**src/rtl/watch_top.sv**
```systemverilog
// Digital watch: 24 h time of day with set mode, stopwatch and countdown timer,
// driving a 4-digit multiplexed 7-segment display.
module watch_top #(
    parameter int unsigned TICK_DIV    = 100_000_000,
    parameter int unsigned REFRESH_DIV = 100_000
) (
    input  logic       clk,
    input  logic       btnC,
    input  logic       btnL,
    input  logic       btnU,
    input  logic       btnR,
    input  logic [1:0] switch,
    output logic [6:0] seg,
    output logic [3:0] an,
    output logic [3:0] thousands,
    output logic [3:0] hundreds,
    output logic [3:0] tens,
    output logic [3:0] ones
);

    typedef enum logic [1:0] {
        ModeClock     = 2'b00,
        ModeSet       = 2'b01,
        ModeStopwatch = 2'b10,
        ModeTimer     = 2'b11
    } mode_e;

    localparam int unsigned TW = (TICK_DIV > 1) ? $clog2(TICK_DIV) : 1;
    localparam int unsigned RW = (REFRESH_DIV > 1) ? $clog2(REFRESH_DIV) : 1;
    localparam logic [TW-1:0] TICK_MAX = TW'(TICK_DIV - 1);
    localparam logic [RW-1:0] REF_MAX  = RW'(REFRESH_DIV - 1);

    function automatic logic [7:0] bcd_inc(input logic [7:0] v, input logic [7:0] max);
        if (v == max) return 8'h00;
        if (v[3:0] == 4'd9) return {v[7:4] + 4'd1, 4'd0};
        return v + 8'd1;
    endfunction

    function automatic logic [7:0] bcd_dec(input logic [7:0] v);
        if (v[3:0] == 4'd0) return {v[7:4] - 4'd1, 4'd9};
        return v - 8'd1;
    endfunction

    mode_e mode;
    assign mode = mode_e'(switch);

    // Button bit order throughout: {R, U, L}
    logic [2:0] sync1_q, sync2_q, sync3_q, rise;
    logic       press_l, press_u, press_r;
    assign rise    = sync2_q & ~sync3_q;
    assign press_l = rise[0];
    assign press_u = rise[1];
    assign press_r = rise[2];

    logic [TW-1:0] tick_cnt_q;
    logic          tick;
    assign tick = (tick_cnt_q == TICK_MAX);

    logic [7:0] hrs_q, mins_q, secs_q;
    logic [7:0] sw_min_q, sw_sec_q, tm_min_q, tm_sec_q;
    logic       sw_run_q, tm_run_q, tm_zero;
    assign tm_zero = (tm_min_q == 8'h00) && (tm_sec_q == 8'h00);

    logic [RW-1:0] ref_cnt_q;
    logic [1:0]    slot_q;

    always_ff @(posedge clk) begin
        if (btnC) begin
            sync1_q    <= '0;
            sync2_q    <= '0;
            sync3_q    <= '0;
            tick_cnt_q <= '0;
        end else begin
            sync1_q    <= {btnR, btnU, btnL};
            sync2_q    <= sync1_q;
            sync3_q    <= sync2_q;
            tick_cnt_q <= tick ? '0 : tick_cnt_q + TW'(1);
        end
    end

    // Time of day: frozen and editable in set mode, running otherwise.
    always_ff @(posedge clk) begin
        if (btnC) begin
            hrs_q  <= 8'h00;
            mins_q <= 8'h00;
            secs_q <= 8'h00;
        end else if (mode == ModeSet) begin
            if (press_l) hrs_q <= bcd_inc(hrs_q, 8'h23);
            if (press_u) mins_q <= bcd_inc(mins_q, 8'h59);
            if (press_l || press_u) secs_q <= 8'h00;
        end else if (tick) begin
            secs_q <= bcd_inc(secs_q, 8'h59);
            if (secs_q == 8'h59) begin
                mins_q <= bcd_inc(mins_q, 8'h59);
                if (mins_q == 8'h59) hrs_q <= bcd_inc(hrs_q, 8'h23);
            end
        end
    end

    // Toggles use the old run flag for a coincident tick; clear overrides the tick.
    always_ff @(posedge clk) begin
        if (btnC || (mode == ModeStopwatch && press_r)) begin
            sw_min_q <= 8'h00;
            sw_sec_q <= 8'h00;
            sw_run_q <= 1'b0;
        end else begin
            if (mode == ModeStopwatch && press_l) sw_run_q <= ~sw_run_q;
            if (tick && sw_run_q) begin
                sw_sec_q <= bcd_inc(sw_sec_q, 8'h59);
                if (sw_sec_q == 8'h59) sw_min_q <= bcd_inc(sw_min_q, 8'h59);
            end
        end
    end

    always_ff @(posedge clk) begin
        if (btnC || (mode == ModeTimer && press_r)) begin
            tm_min_q <= 8'h00;
            tm_sec_q <= 8'h00;
            tm_run_q <= 1'b0;
        end else begin
            if (mode == ModeTimer && press_u && !tm_run_q) tm_min_q <= bcd_inc(tm_min_q, 8'h59);
            if (mode == ModeTimer && press_l && !tm_zero) tm_run_q <= ~tm_run_q;
            if (tick && tm_run_q) begin
                if (tm_sec_q == 8'h00) begin
                    tm_sec_q <= 8'h59;
                    tm_min_q <= bcd_dec(tm_min_q);
                end else begin
                    tm_sec_q <= bcd_dec(tm_sec_q);
                end
                if (tm_min_q == 8'h00 && tm_sec_q == 8'h01) tm_run_q <= 1'b0;
            end
        end
    end

    always_ff @(posedge clk) begin
        if (btnC) begin
            {thousands, hundreds, tens, ones} <= 16'h0000;
        end else begin
            unique case (mode)
                ModeClock, ModeSet: {thousands, hundreds, tens, ones} <= {hrs_q, mins_q};
                ModeStopwatch:      {thousands, hundreds, tens, ones} <= {sw_min_q, sw_sec_q};
                ModeTimer:          {thousands, hundreds, tens, ones} <= {tm_min_q, tm_sec_q};
            endcase
        end
    end

    always_ff @(posedge clk) begin
        if (btnC) begin
            ref_cnt_q <= '0;
            slot_q    <= 2'd0;
        end else if (ref_cnt_q == REF_MAX) begin
            ref_cnt_q <= '0;
            slot_q    <= slot_q + 2'd1;
        end else begin
            ref_cnt_q <= ref_cnt_q + RW'(1);
        end
    end

    logic [3:0] digit;
    always_comb begin
        an    = 4'b1110;
        digit = ones;
        unique case (slot_q)
            2'd0: begin an = 4'b1110; digit = ones;      end
            2'd1: begin an = 4'b1101; digit = tens;      end
            2'd2: begin an = 4'b1011; digit = hundreds;  end
            2'd3: begin an = 4'b0111; digit = thousands; end
        endcase
        case (digit)
            4'd0:    seg = 7'b1000000;
            4'd1:    seg = 7'b1111001;
            4'd2:    seg = 7'b0100100;
            4'd3:    seg = 7'b0110000;
            4'd4:    seg = 7'b0011001;
            4'd5:    seg = 7'b0010010;
            4'd6:    seg = 7'b0000010;
            4'd7:    seg = 7'b1111000;
            4'd8:    seg = 7'b0000000;
            4'd9:    seg = 7'b0010000;
            default: seg = 7'b1111111;
        endcase
    end

endmodule

```
**config.mk**
```make
export PLATFORM = sky130hd
export DESIGN_NAME = watch_top
export DESIGN_NICKNAME = d
export VERILOG_FILES = /design/src/rtl/watch_top.sv
export SDC_FILE = /design/constraint.sdc
export NUM_CORES = 1
export LEC_CHECK = 0
export ABC_AREA = 1
export BUFFER_PORTS_ARGS = -buffer_cell sky130_fd_sc_hd__buf_2
export CORE_ASPECT_RATIO = 1.25
export CORE_UTILIZATION = 67
export DETAILED_ROUTE_END_ITERATION = 16
export GPL_TIMING_DRIVEN = 0
export PLACE_DENSITY = 0.86
export SYNTH_ARGS = -nofsm -noshare
export SYNTH_HDL_FRONTEND = slang
export SYNTH_SLANG_ARGS = --single-unit
```
**constraint.sdc**
```tcl
create_clock -name clk -period 5.4 [get_ports clk]
set_input_delay 0.54 -clock clk [delete_from_list [all_inputs] [get_ports clk]]
set_output_delay 0.54 -clock clk [all_outputs]
set_load 0.05 [all_outputs]
```
Word level (Yosys, flattened, before mapping)
Memory sizes are Yosys's and may differ from the RTL's. Index checks and enable logic that the tools add are counted.

Add/subtract/negate cells: 19. Multiply operators: 0. Div/mod/pow operators: 0. Order comparisons: 0. Equal/unequal tests: 24. Shift operators: 0. Mux-type cells: 135. Bitwise gates (word level): 4. Reduce and logical (&&, ||, !) cells: 32.

Operators with widths (number): 8-bit 2-to-1 mux (48); 1-bit 2-to-1 mux (81); 8-bit by 1-bit adder with 8-bit output, second input constant (6); 4-bit case mux with 3 select lines (4); 8-bit by 7-bit == test with 1-bit output, second input constant (5); 4-bit case mux with 4 select lines (2); 27-bit by 1-bit adder with 27-bit output, second input constant (1); 27-bit == test, second input constant (1); 4-bit by 1-bit adder with 4-bit output, second input constant (6); 4-bit == test, second input constant (6); 17-bit by 1-bit adder with 17-bit output, second input constant (1); 17-bit == test, second input constant (1); 8-bit logical NOT (2); 8-bit by 1-bit subtractor with 8-bit output, second input constant (2); 1-bit logical AND (11); 2-bit == test, second input constant (4); 8-bit by 1-bit == test with 1-bit output, second input constant (1); 8-bit by 6-bit == test with 1-bit output, second input constant (1); 4-bit logical NOT (2); 4-bit by 1-bit subtractor with 4-bit output, second input constant (2); 2-bit nonzero test (3); 2-bit OR reduction (3); 2-bit by 1-bit == test with 1-bit output, second input constant (2); 2-bit logical NOT (2); other kinds (11) (17).

Register bits after elaboration: 129. Bits in latches: 0. Bits in writable memories: 0. Bits in read-only memories: 112. Output and inout bits: 27. Word-level logic and storage cells: 234. Memories: 1.

Memories: (name not given) (words 16, bits a word 7, rd ports 1, clocked after Yosys merged registers in 0, write ports 0, line 169) `case (digit)`.

Logic depth before layout (Yosys ltp)
Gate-level depths: netlist of run 1.

Depth after elaboration: 19. Mapped depth: 12.

Least setup slack after synthesis of run 1
Ideal clock, no wire load.

Path kind: reg-to-output. From: reg slot_q[0]. To: out seg[4]. Arrival time: 3057 ps. Data required time: 4860 ps. Slack: 1803 ps. Stages on the path, launching flop included: 10. Cell sequence: dfxtp_1 inv_1 ha_1 clkinv_1 o22ai_1 inv_1 ha_1 inv_1 o21ai_0 o21ai_0.

Word-level cells in the longest chain between the ends: 3. Elaborated cells between the ends (all ways): 6. Those cells by class: 3 x eq/ne; 1 x mux; 1 x reduce/logical; 1 x memory.

RTL lines: start, declared (line 65) `logic [1:0] slot_q;`; start signal, assigned (line 153) `slot_q <= slot_q + 2'd1;`; 2-bit == test, or another cell as far along (line 163) `unique case (slot_q)`; 4-bit case mux with 4 select lines (*) (line 163); memory read 16 x 7 bit (*); end, declared (line 13) `output logic [6:0] seg,`.

Every way passes the cells marked *; elsewhere a longest branch is shown, timed or not.

Final worst setup path of run 1
From: reg slot_q[0]. To: out seg[3].

Same word-level chain as after synthesis.

==> results.sh, run 1 <==
export IMPL_status="finished, final reports clean"
export IMPL_top_layer_used="met4"
export IMPL_drive_gt1_frac=0.101
export IMPL_antennaDiodeCount=0
export IMPL_ant_nets=0
export IMPL_synth_top_area_frac=0.329
export IMPL_synth_cell_types=50
export IMPL_critPathLaunch="slot_q[0]"
export IMPL_first_global_vias=7156
export IMPL_die_w_um=98.8
export IMPL_path_class="reg2out"
export IMPL_synth_most_common_cell="nand2_1"
export IMPL_ys_dominant_reg_cell="dfxtp_1"
export IMPL_clkLatencyLatePin_ns=0.43
export IMPL_synth_area_top_cells="dfxtp_1 (33%), nand2_1 (12%), inv_1 (7.4%), nor2_1 (6.8%), ha_1 (6.2%)"
export IMPL_ir_drop_uv=242
export IMPL_finalCritPeriodShare=0.627
export IMPL_multi_input_area_um2=4540
export IMPL_cp_required_ns=4.86
export IMPL_synth_cells=1166
export IMPL_cts_root_buf="clkbuf_16"
export IMPL_regArea_um2=2580
export IMPL_cts_buffers=17
export IMPL_first_iter_violations=510
export IMPL_report_final_slew_viol_count=0
export IMPL_fin_crit_ns=3.39
export IMPL_cts_sinks=129
export IMPL_dp_slack_ns=2.53
export IMPL_wl_mm=19.2
export IMPL_cts_tree="built"
export IMPL_grt_max_degree=17
export IMPL_critPathCaptureType="output port"
export IMPL_first_pass_iters=5
export IMPL_path_depth=9
export IMPL_finalSetupViolCount=0
export IMPL_die_area_um2=12100
export IMPL_antenna_found_initial=0
export IMPL_path_buf_inv=3
export IMPL_port_buffers=31
export IMPL_total_power_mw=2.30
export IMPL_r2r_start="tm_sec_q[5]"
export IMPL_htree_levels=4
export IMPL_crit_end="seg[3]"
export IMPL_syn_to_final_growth_pct=12.5
export IMPL_post_synth_top_area_cell="dfxtp_1"
export IMPL_path_cells="inv_1, ha_1, a22o_1, o22ai_1, inv_1, ha_1, nand2_1, a31oi_1, buf_2"
export IMPL_die_h_um=123
export IMPL_cp_arrival_ns=2.85
export IMPL_routedWlPerCell_um=14.1
export IMPL_ys_top_cells_by_count="nand2_1 (251), inv_1 (155), nor2_1 (141)"
export IMPL_crit_path_start_kind="flop"
export IMPL_crit_fanout=7
export IMPL_rr_endpoint="tm_min_q[5]"
export IMPL_nFillCells=874
export IMPL_ff2ff_path_depth=9
export IMPL_cap_violations=0
export IMPL_max_stage_delay_ns=0.42
export IMPL_critPathSlowestCell="o22ai_1"
export IMPL_async_flop_share=0
export IMPL_yosysSeqAreaShare=0.329
export IMPL_viasPerCell=5.74
export IMPL_grt_first_pass_wirelength_mm=31.9
export IMPL_crit_family="compound AO/OA/AOI/OAI gates"
export IMPL_relSlewSlack=0.569
export IMPL_worst_pin_slew_ns=0.642
export IMPL_cts_setup_buffers=0
export IMPL_met2WireLength_mm=9.25
export IMPL_synth_edf_count=0
export IMPL_max_freq_mhz=295
export IMPL_power_leakage_nw=3.76
export IMPL_overflow=0
export IMPL_ys_warn_count=0
export IMPL_io_pins=34
export IMPL_start_util=0.697
export IMPL_coreArea_um2=11200
export IMPL_rsz0062_at_grt="no"
export IMPL_power_density_nw_per_um2=261
export IMPL_wl_met1_mm=7.99
export IMPL_row_count=43
export IMPL_drcViolationCount=0
export IMPL_synth_area_per_cell_um2=6.72
export IMPL_nets=1262
export IMPL_timing_setup_tns_ns=0
export IMPL_clk_pin_slew_ns=0.06
export IMPL_place_hpwl_mm=13.9
export IMPL_hold_path_class="in2reg"
export IMPL_cts_resized_gates=0
export IMPL_syn_area_um2=7840
export IMPL_clock_skew_ns=0.00701
export IMPL_clk_path_buf_depth=2
export IMPL_cts_hold_buffers=0
export IMPL_syn_num_nets=1212
export IMPL_vias=7827
export IMPL_reg2reg_slack_ns=3.39
export IMPL_min_delay_start="btnU"
export IMPL_place_congestion=0.967
export IMPL_hold_viol_final=0
export IMPL_met3_length_mm=1.27
export IMPL_grt_total_usage=0.332
export IMPL_final_setup_worst_slack_ns=2.01
export IMPL_synth_seq_cells=129
-- stage by stage --
stage / instances / instance area (um2) / utilization / hold slack (ns)
after floorplan: 1166 / 7840 / - / 0.388
after global placement: 1332 / 8160 / 0.726 / 0.391
after detailed placement: 1332 / 8160 / 0.726 / 0.395
after CTS: 1364 / 8820 / 0.784 / 0.315
after global routing: 1364 / 8820 / 0.784 / 0.331
final: 1364 / 8820 / 0.784 / 0.319
-- how the worst min path moves through the flow --
stage / end / slack [ns] / cells after the start
floorplan: sync2_q[0] / 0.39 / 2
global placement: sync2_q[2] / 0.39 / 2
detailed placement: sync2_q[2] / 0.40 / 2
CTS: sync1_q[1] / 0.31 / 3
global route: sync1_q[1] / 0.33 / 3
finish: sync1_q[1] / 0.32 / 3
-- state kept, by name (all words and copies together) (netlist names), 4 cells and up --
| signal | flops |
|---|---|
| hrs_q | 8 |
| hundreds | 4 |
| mins_q | 8 |
| ones | 4 |
| ref_cnt_q | 17 |
| secs_q | 8 |
| sw_min_q | 8 |
| sw_sec_q | 8 |
| tens | 4 |
| thousands | 4 |
| tick_cnt_q | 27 |
| tm_min_q | 8 |
| tm_sec_q | 8 |
-- per-layer routing --
layer	vias up	GRT usage
met5	-	0
met4	0	0.174
met3	62	0.0763
met2	303	0.572
met1	3567	0.385
li1	3895	-
-- kinds of logic after synthesis --
| group | count (synthesis) | synth area share |
|---|---|---|
| AO/OA/AOI/OAI | 194 | 0.134 |
| buffers and inverters | 186 | 0.0913 |
| flip-flops | 129 | 0.329 |
| XOR/XNOR | 37 | 0.0413 |
| adder cells (fa/ha/maj) | 39 | 0.0622 |
| AND/OR/NAND/NOR | 581 | 0.342 |
-- worst min-delay path, cell delays in order --
cell    delay, ns
buf_2        0.07
inv_1        0.03
nor2_1       0.07
-- report_power, final --
| part | internal (mW) | switching, mW | leakage [nW] |
|---|---|---|---|
| Combinational | 0.0169 | 0.0481 | 2.41 |
| Sequential | 0.960 | 0.00552 | 1.04 |
| Clock | 0.830 | 0.441 | 0.301 |
| Total | 1.81 | 0.495 | 3.76 |
-- placed cells by master (no fill, tap or decap), types with 24 or more instances in the layout --
| cell type | netlist | layout |
|---|---|---|
| nand2_1 | 251 | 251 |
| nand3_1 | 81 | 81 |
| a21oi_1 | 86 | 86 |
| nor2_1 | 141 | 141 |
| buf_2 | 7 | 38 |
| nor3_1 | 24 | 24 |
| xor2_1 | 34 | 34 |
| o21ai_0 | 64 | 64 |
| ha_1 | 39 | 39 |
| inv_1 | 155 | 155 |
| dfxtp_1 | 129 | 129 |
-- final cells by class --
| type | instances | area share |
|---|---|---|
| clock inverters | 13 | 0.0238 |
| multi-input cells | 851 | 0.515 |
| clock buffers | 19 | 0.0502 |
| inverters | 168 | 0.0717 |
| plain buffers | 18 | 0.00951 |
| well taps | 135 | 0.0192 |
| repair buffers | 31 | 0.0176 |
| flip-flops and latches | 129 | 0.293 |
(Power assumes the default switching activity.)
==> inputs of run 2 (changes only) <==
CORE_UTILIZATION = 62   (was 67)
PLACE_DENSITY = 0.8   (was 0.86)
clock period = 3.25 ns   (was 5.4 ns; I/O delays follow)
==> results.sh, run 2 (synthesized netlist as in run 1, its figures left out) <==
export IMPL_largest_register="tick_cnt_q"
export IMPL_rsz0062_at_grt="no"
export IMPL_ir_drop_uv=288
export IMPL_drcViolationCount=0
export IMPL_clock_skew_ns=0.00765
export IMPL_cts_root_buf="clkbuf_16"
export IMPL_dp_cells=1361
export IMPL_power_density_nw_per_um2=422
export IMPL_cts_sinks=129
export IMPL_worst_pin_slew_ns=0.693
export IMPL_timing_setup_tns_ns=0
export IMPL_critPathCaptureType="output port"
export IMPL_clk_path_buf_depth=2
export IMPL_report_final_slew_viol_count=0
export IMPL_cp_required_ns=2.92
export IMPL_crit_path_start_kind="flop"
export IMPL_cp_arrival_ns=2.64
export IMPL_cts_tree="built"
export IMPL_finalNonFillerCells=1392
export IMPL_grt_max_degree=17
export IMPL_grt_first_pass_wirelength_mm=31.4
export IMPL_routedWlPerCell_um=13.7
export IMPL_first_iter_violations=371
export IMPL_viasPerCell=5.46
export IMPL_cts_buffers=17
export IMPL_path_class="reg2out"
export IMPL_antenna_found_initial=0
export IMPL_die_w_um=103
export IMPL_first_pass_iters=5
export IMPL_die_h_um=128
export IMPL_hold_viol_final=0
export IMPL_vias=7605
export IMPL_antennaDiodeCount=0
export IMPL_syn_to_final_growth_pct=12.7
export IMPL_wl_mm=19.1
export IMPL_finalCritPeriodShare=0.912
export IMPL_clk_pin_slew_ns=0.06
export IMPL_whs_ns=0.0992
export IMPL_status="finished, final reports clean"
export IMPL_overflow=0
export IMPL_htree_levels=4
export IMPL_io_pins=34
export IMPL_max_freq_mhz=337
export IMPL_reg_top3="tick_cnt_q: 27 flops, ref_cnt_q: 17 flops"
export IMPL_relSlewSlack=0.535
export IMPL_first_global_vias=6883
export IMPL_place_congestion=0.912
export IMPL_port_buffers=31
export IMPL_crit_fanout=8
export IMPL_final_cell_mix="nand2_1 (251), inv_1 (155), nor2_1 (141)"
export IMPL_coreArea_um2=12200
export IMPL_final_core_util=0.723
export IMPL_clkLatencyLatePin_ns=0.43
export IMPL_place_hpwl_mm=14.2
export IMPL_nets=1262
export IMPL_critPathSlowestCell="o22ai_2"
export IMPL_cap_violations=0
export IMPL_row_count=45
export IMPL_layout_commonest_cell="nand2_1"
export IMPL_die_area_um2=13100
export IMPL_max_stage_delay_ns=0.39
export IMPL_nFillCells=1087
export IMPL_fin_crit_ns=2.96
export IMPL_largest_register_ff_count=27
export IMPL_grt_total_usage=0.307
export IMPL_hold_path_class="in2reg"
export IMPL_dp_slack_ns=0.579
export IMPL_drive_gt1_frac=0.103
export IMPL_finalSetupViolCount=0
export IMPL_ant_nets=0
export IMPL_power_leakage_nw=3.75
export IMPL_start_util=0.642
export IMPL_path_cells="inv_1, ha_1, clkinv_1, o22ai_2, inv_1, ha_1, nand2_1, a31oi_1, buf_2"
export IMPL_final_setup_worst_slack_ns=0.286
run 2: changes by cell type in the layout (fill, tap and decap cells not counted), sizes merged:
cell,change
bufinv,-1
clkbuf,-1
clkinv,+1
clkinvlp,-1
inv,+1
run 2: metrics by stage:
step / power, mW / instance area [um2]
after detailed placement: 1.74 / 8200
after global placement: 1.74 / 8200
after global routing: 3.83 / 8840
after CTS: 3.75 / 8830
after floorplan: 1.71 / 7840
final: 3.73 / 8840
run 2: final timing paths:
check / from / end / slack [ns] / cells after the start
max: slot_q[0] / seg[3] / 0.29 / 9
min: btnL / sync1_q[0] / 0.1 / 3
max reg2reg: tm_sec_q[5] / tm_min_q[2] / 1.16 / 9
min reg2reg: sync1_q[1] / sync2_q[1] / 0.40 / 2
run 2: power by group:
part           switching, mW  internal (mW)  leakage (nW)
combinational         0.0780         0.0281          2.41
clock                  0.723           1.30         0.294
sequential           0.00947           1.60          1.04
total                  0.811           2.92          3.75
run 2: area by class of cell:
class                      instances  area [um2]  area share
multi-input combinational        851        4550       0.515
sequential                       129        2580       0.292
inverter                         168         632      0.0715
clock buffer                      18         439      0.0497
tap                              164         205      0.0232
clock inverter                    13         186      0.0211
timing repair buffer              31         155      0.0176
buffer                            18        83.8     0.00948
run 2: per-layer routing:
metal / share of wire / track usage / up-vias
met5: 0 / 0 / -
met4: 0.033 / 0.146 / 0
met3: 0.046 / 0.0551 / 50
met2: 0.50 / 0.538 / 196
met1: 0.42 / 0.357 / 3474
li1: - / - / 3885
run 2: worst max-delay path, delay by kind of cell, from the launching register on:
kind                     cells  cell delay [ns]
AO/OA/AOI/OAI                2             0.56
flip-flops                   1             0.35
AND/OR/NAND/NOR              1             0.06
adder cells (fa/ha/maj)      2             0.48
buffers and inverters        4             0.76
run 2: timing repair:
item	4_1_cts	5_1_grt
gates resized for setup	0	2
hold buffers	0	0
buffers inserted	0	0
setup endpoints to repair	0	3
==> inputs of run 3 (changes only) <==
clock period = 2.89 ns   (was 3.25 ns; I/O delays follow)
==> results.sh, run 3 (synthesized netlist as in run 1, its figures left out) <==
export IMPL_layout_commonest_cell="nand2_1"
export IMPL_grt_max_degree=17
export IMPL_die_h_um=128
export IMPL_viasPerCell=5.49
export IMPL_critPathLaunch="slot_q[1]"
export IMPL_ff2ff_path_depth=9
export IMPL_critPathSlowestCell="dfxtp_1"
export IMPL_vias=7667
export IMPL_fin_crit_ns=2.84
export IMPL_wl_mm=19.2
export IMPL_path_buf_inv=4
export IMPL_cts_buffers=17
export IMPL_max_stage_delay_ns=0.39
export IMPL_first_iter_violations=435
export IMPL_multi_input_area_um2=4620
export IMPL_finalSetupViolCount=0
export IMPL_crit_fanout=5
export IMPL_hold_viol_final=0
export IMPL_seq_power_share=0.438
export IMPL_ant_nets=0
export IMPL_first_pass_iters=5
export IMPL_start_util=0.642
export IMPL_coreArea_um2=12200
export IMPL_grt_first_pass_wirelength_mm=31.1
export IMPL_row_count=45
export IMPL_min_delay_start="btnL"
export IMPL_io_pins=34
export IMPL_combPwrFrac=0.029
export IMPL_path_class="reg2out"
export IMPL_clk_path_buf_depth=2
export IMPL_clock_skew_ns=0.00643
export IMPL_swShare=0.217
export IMPL_critPathCaptureType="output port"
export IMPL_final_setup_worst_slack_ns=0.0529
export IMPL_antennaDiodeCount=0
export IMPL_drcViolationCount=0
export IMPL_routedWlPerCell_um=13.8
export IMPL_path_cells="ha_2, nand2_1, nand2_1, inv_1, a31oi_4, inv_1, ha_1, inv_1, o21ai_0, o21ai_1, buf_6"
export IMPL_max_freq_mhz=352
export IMPL_whs_path_depth=3
export IMPL_overflow=0
export IMPL_grt_total_usage=0.304
export IMPL_min_to="sync1_q[0]"
export IMPL_cts_hold_buffers=0
export IMPL_report_final_slew_viol_count=0
export IMPL_total_power_mw=4.12
export IMPL_p_clk_frac=0.533
export IMPL_power_leakage_nw=3.77
export IMPL_regArea_um2=2580
export IMPL_nFillCells=1031
export IMPL_cap_violations=0
export IMPL_die_area_um2=13100
export IMPL_clkLatencyLatePin_ns=0.43
export IMPL_nets=1266
export IMPL_reg_top3="tick_cnt_q: 27 flops, ref_cnt_q: 17 flops"
export IMPL_ir_drop_uv=305
export IMPL_rr_endpoint="tm_min_q[2]"
export IMPL_cts_tree="built"
export IMPL_hold_path_class="in2reg"
export IMPL_largest_register="tick_cnt_q"
export IMPL_place_hpwl_mm=14.0
export IMPL_cp_arrival_ns=2.55
export IMPL_cp_required_ns=2.60
export IMPL_status="finished, final reports clean"
export IMPL_switchingPower_mw=0.893
export IMPL_place_congestion=0.954
export IMPL_r2r_start="tm_sec_q[5]"
export IMPL_finalCritPeriodShare=0.982
export IMPL_cellInternalPower_mw=3.23
export IMPL_syn_to_final_growth_pct=14.0
export IMPL_crit_path_start_kind="flop"
export IMPL_antenna_found_initial=0
export IMPL_first_global_vias=6865
export IMPL_dp_slack_ns=0.202
export IMPL_die_w_um=103
export IMPL_relSlewSlack=0.555
export IMPL_worst_pin_slew_ns=0.664
export IMPL_htree_levels=4
export IMPL_power_density_nw_per_um2=461
export IMPL_largest_register_ff_count=27
export IMPL_port_buffers=31
export IMPL_cts_sinks=129
export IMPL_crit_top_cell="inv_1"
export IMPL_drive_gt1_frac=0.114
export IMPL_final_cell_mix="nand2_1 (251), inv_1 (155), nor2_1 (140)"
export IMPL_crit_family="adder cells"
export IMPL_reg2reg_slack_ns=0.77
export IMPL_cts_root_buf="clkbuf_16"
export IMPL_clk_pin_slew_ns=0.06
[run 3: cell count changes in the layout (fill, tap and decap cells not counted), sizes merged]
cell and delta:
clkinvlp +1, clkbuf +7, inv -1, bufinv -2, buf +3, clkinv -3
[run 3: per-layer routing]
layer | up-vias | GRT usage | routed length, um
li1 | 3907 | - | -
met1 | 3481 | 0.367 | 8100
met2 | 222 | 0.504 | 9290
met3 | 57 | 0.0458 | 1000
met4 | 0 | 0.181 | 840
met5 | - | 0 | 0
[run 3: through the flow]
stage                     cell area (um2)  cells  TNS, ns   util  hold WS, ns
after global placement               8220   1361        0  0.673        0.391
after detailed placement             8220   1361        0  0.673        0.397
after CTS                            8850   1393        0  0.724       0.0597
after floorplan                      7860   1166   -0.101      -        0.388
final                                8930   1397        0  0.731       0.0694
after global routing                 8930   1397   -0.118  0.731       0.0839
[run 3: worst max path at each step]
stage              to  cells after the start  slack [ns]
5_1_grt        seg[4]                     10       -0.06
3_3_place_gp   seg[3]                      9        0.20
6_report       seg[4]                     11        0.05
4_1_cts        seg[4]                     10        0.06
2_1_floorplan  seg[4]                      9       -0.10
3_5_place_dp   seg[3]                      9        0.20
[run 3: timing repair]
item	4_1_cts	5_1_grt
setup buffers	0	4
pin swaps	0	0
setup endpoints to repair	6	7
resized for setup	5	13
[run 3: power by group through the flow]
stage	Clock (mW)	Sequential, mW	Combinational (mW)
after floorplan	0	1.84	0.0841
after global placement	0	1.84	0.116
after detailed placement	0	1.84	0.117
after CTS	2.22	1.80	0.117
after global routing	2.29	1.81	0.130
final	2.20	1.80	0.119
[run 3: cell type report]
class                      instances  area share
multi-input combinational        851       0.517
tap                              164      0.0230
clock inverter                     8      0.0112
sequential                       129       0.289
inverter                         168      0.0711
timing repair buffer              35      0.0220
buffer                            18     0.00938
clock buffer                      24      0.0573
[run 3: worst min-delay path: stages]
cell	delay, ns
buf_2	0.08
inv_1	0.03
nor2_1	0.06
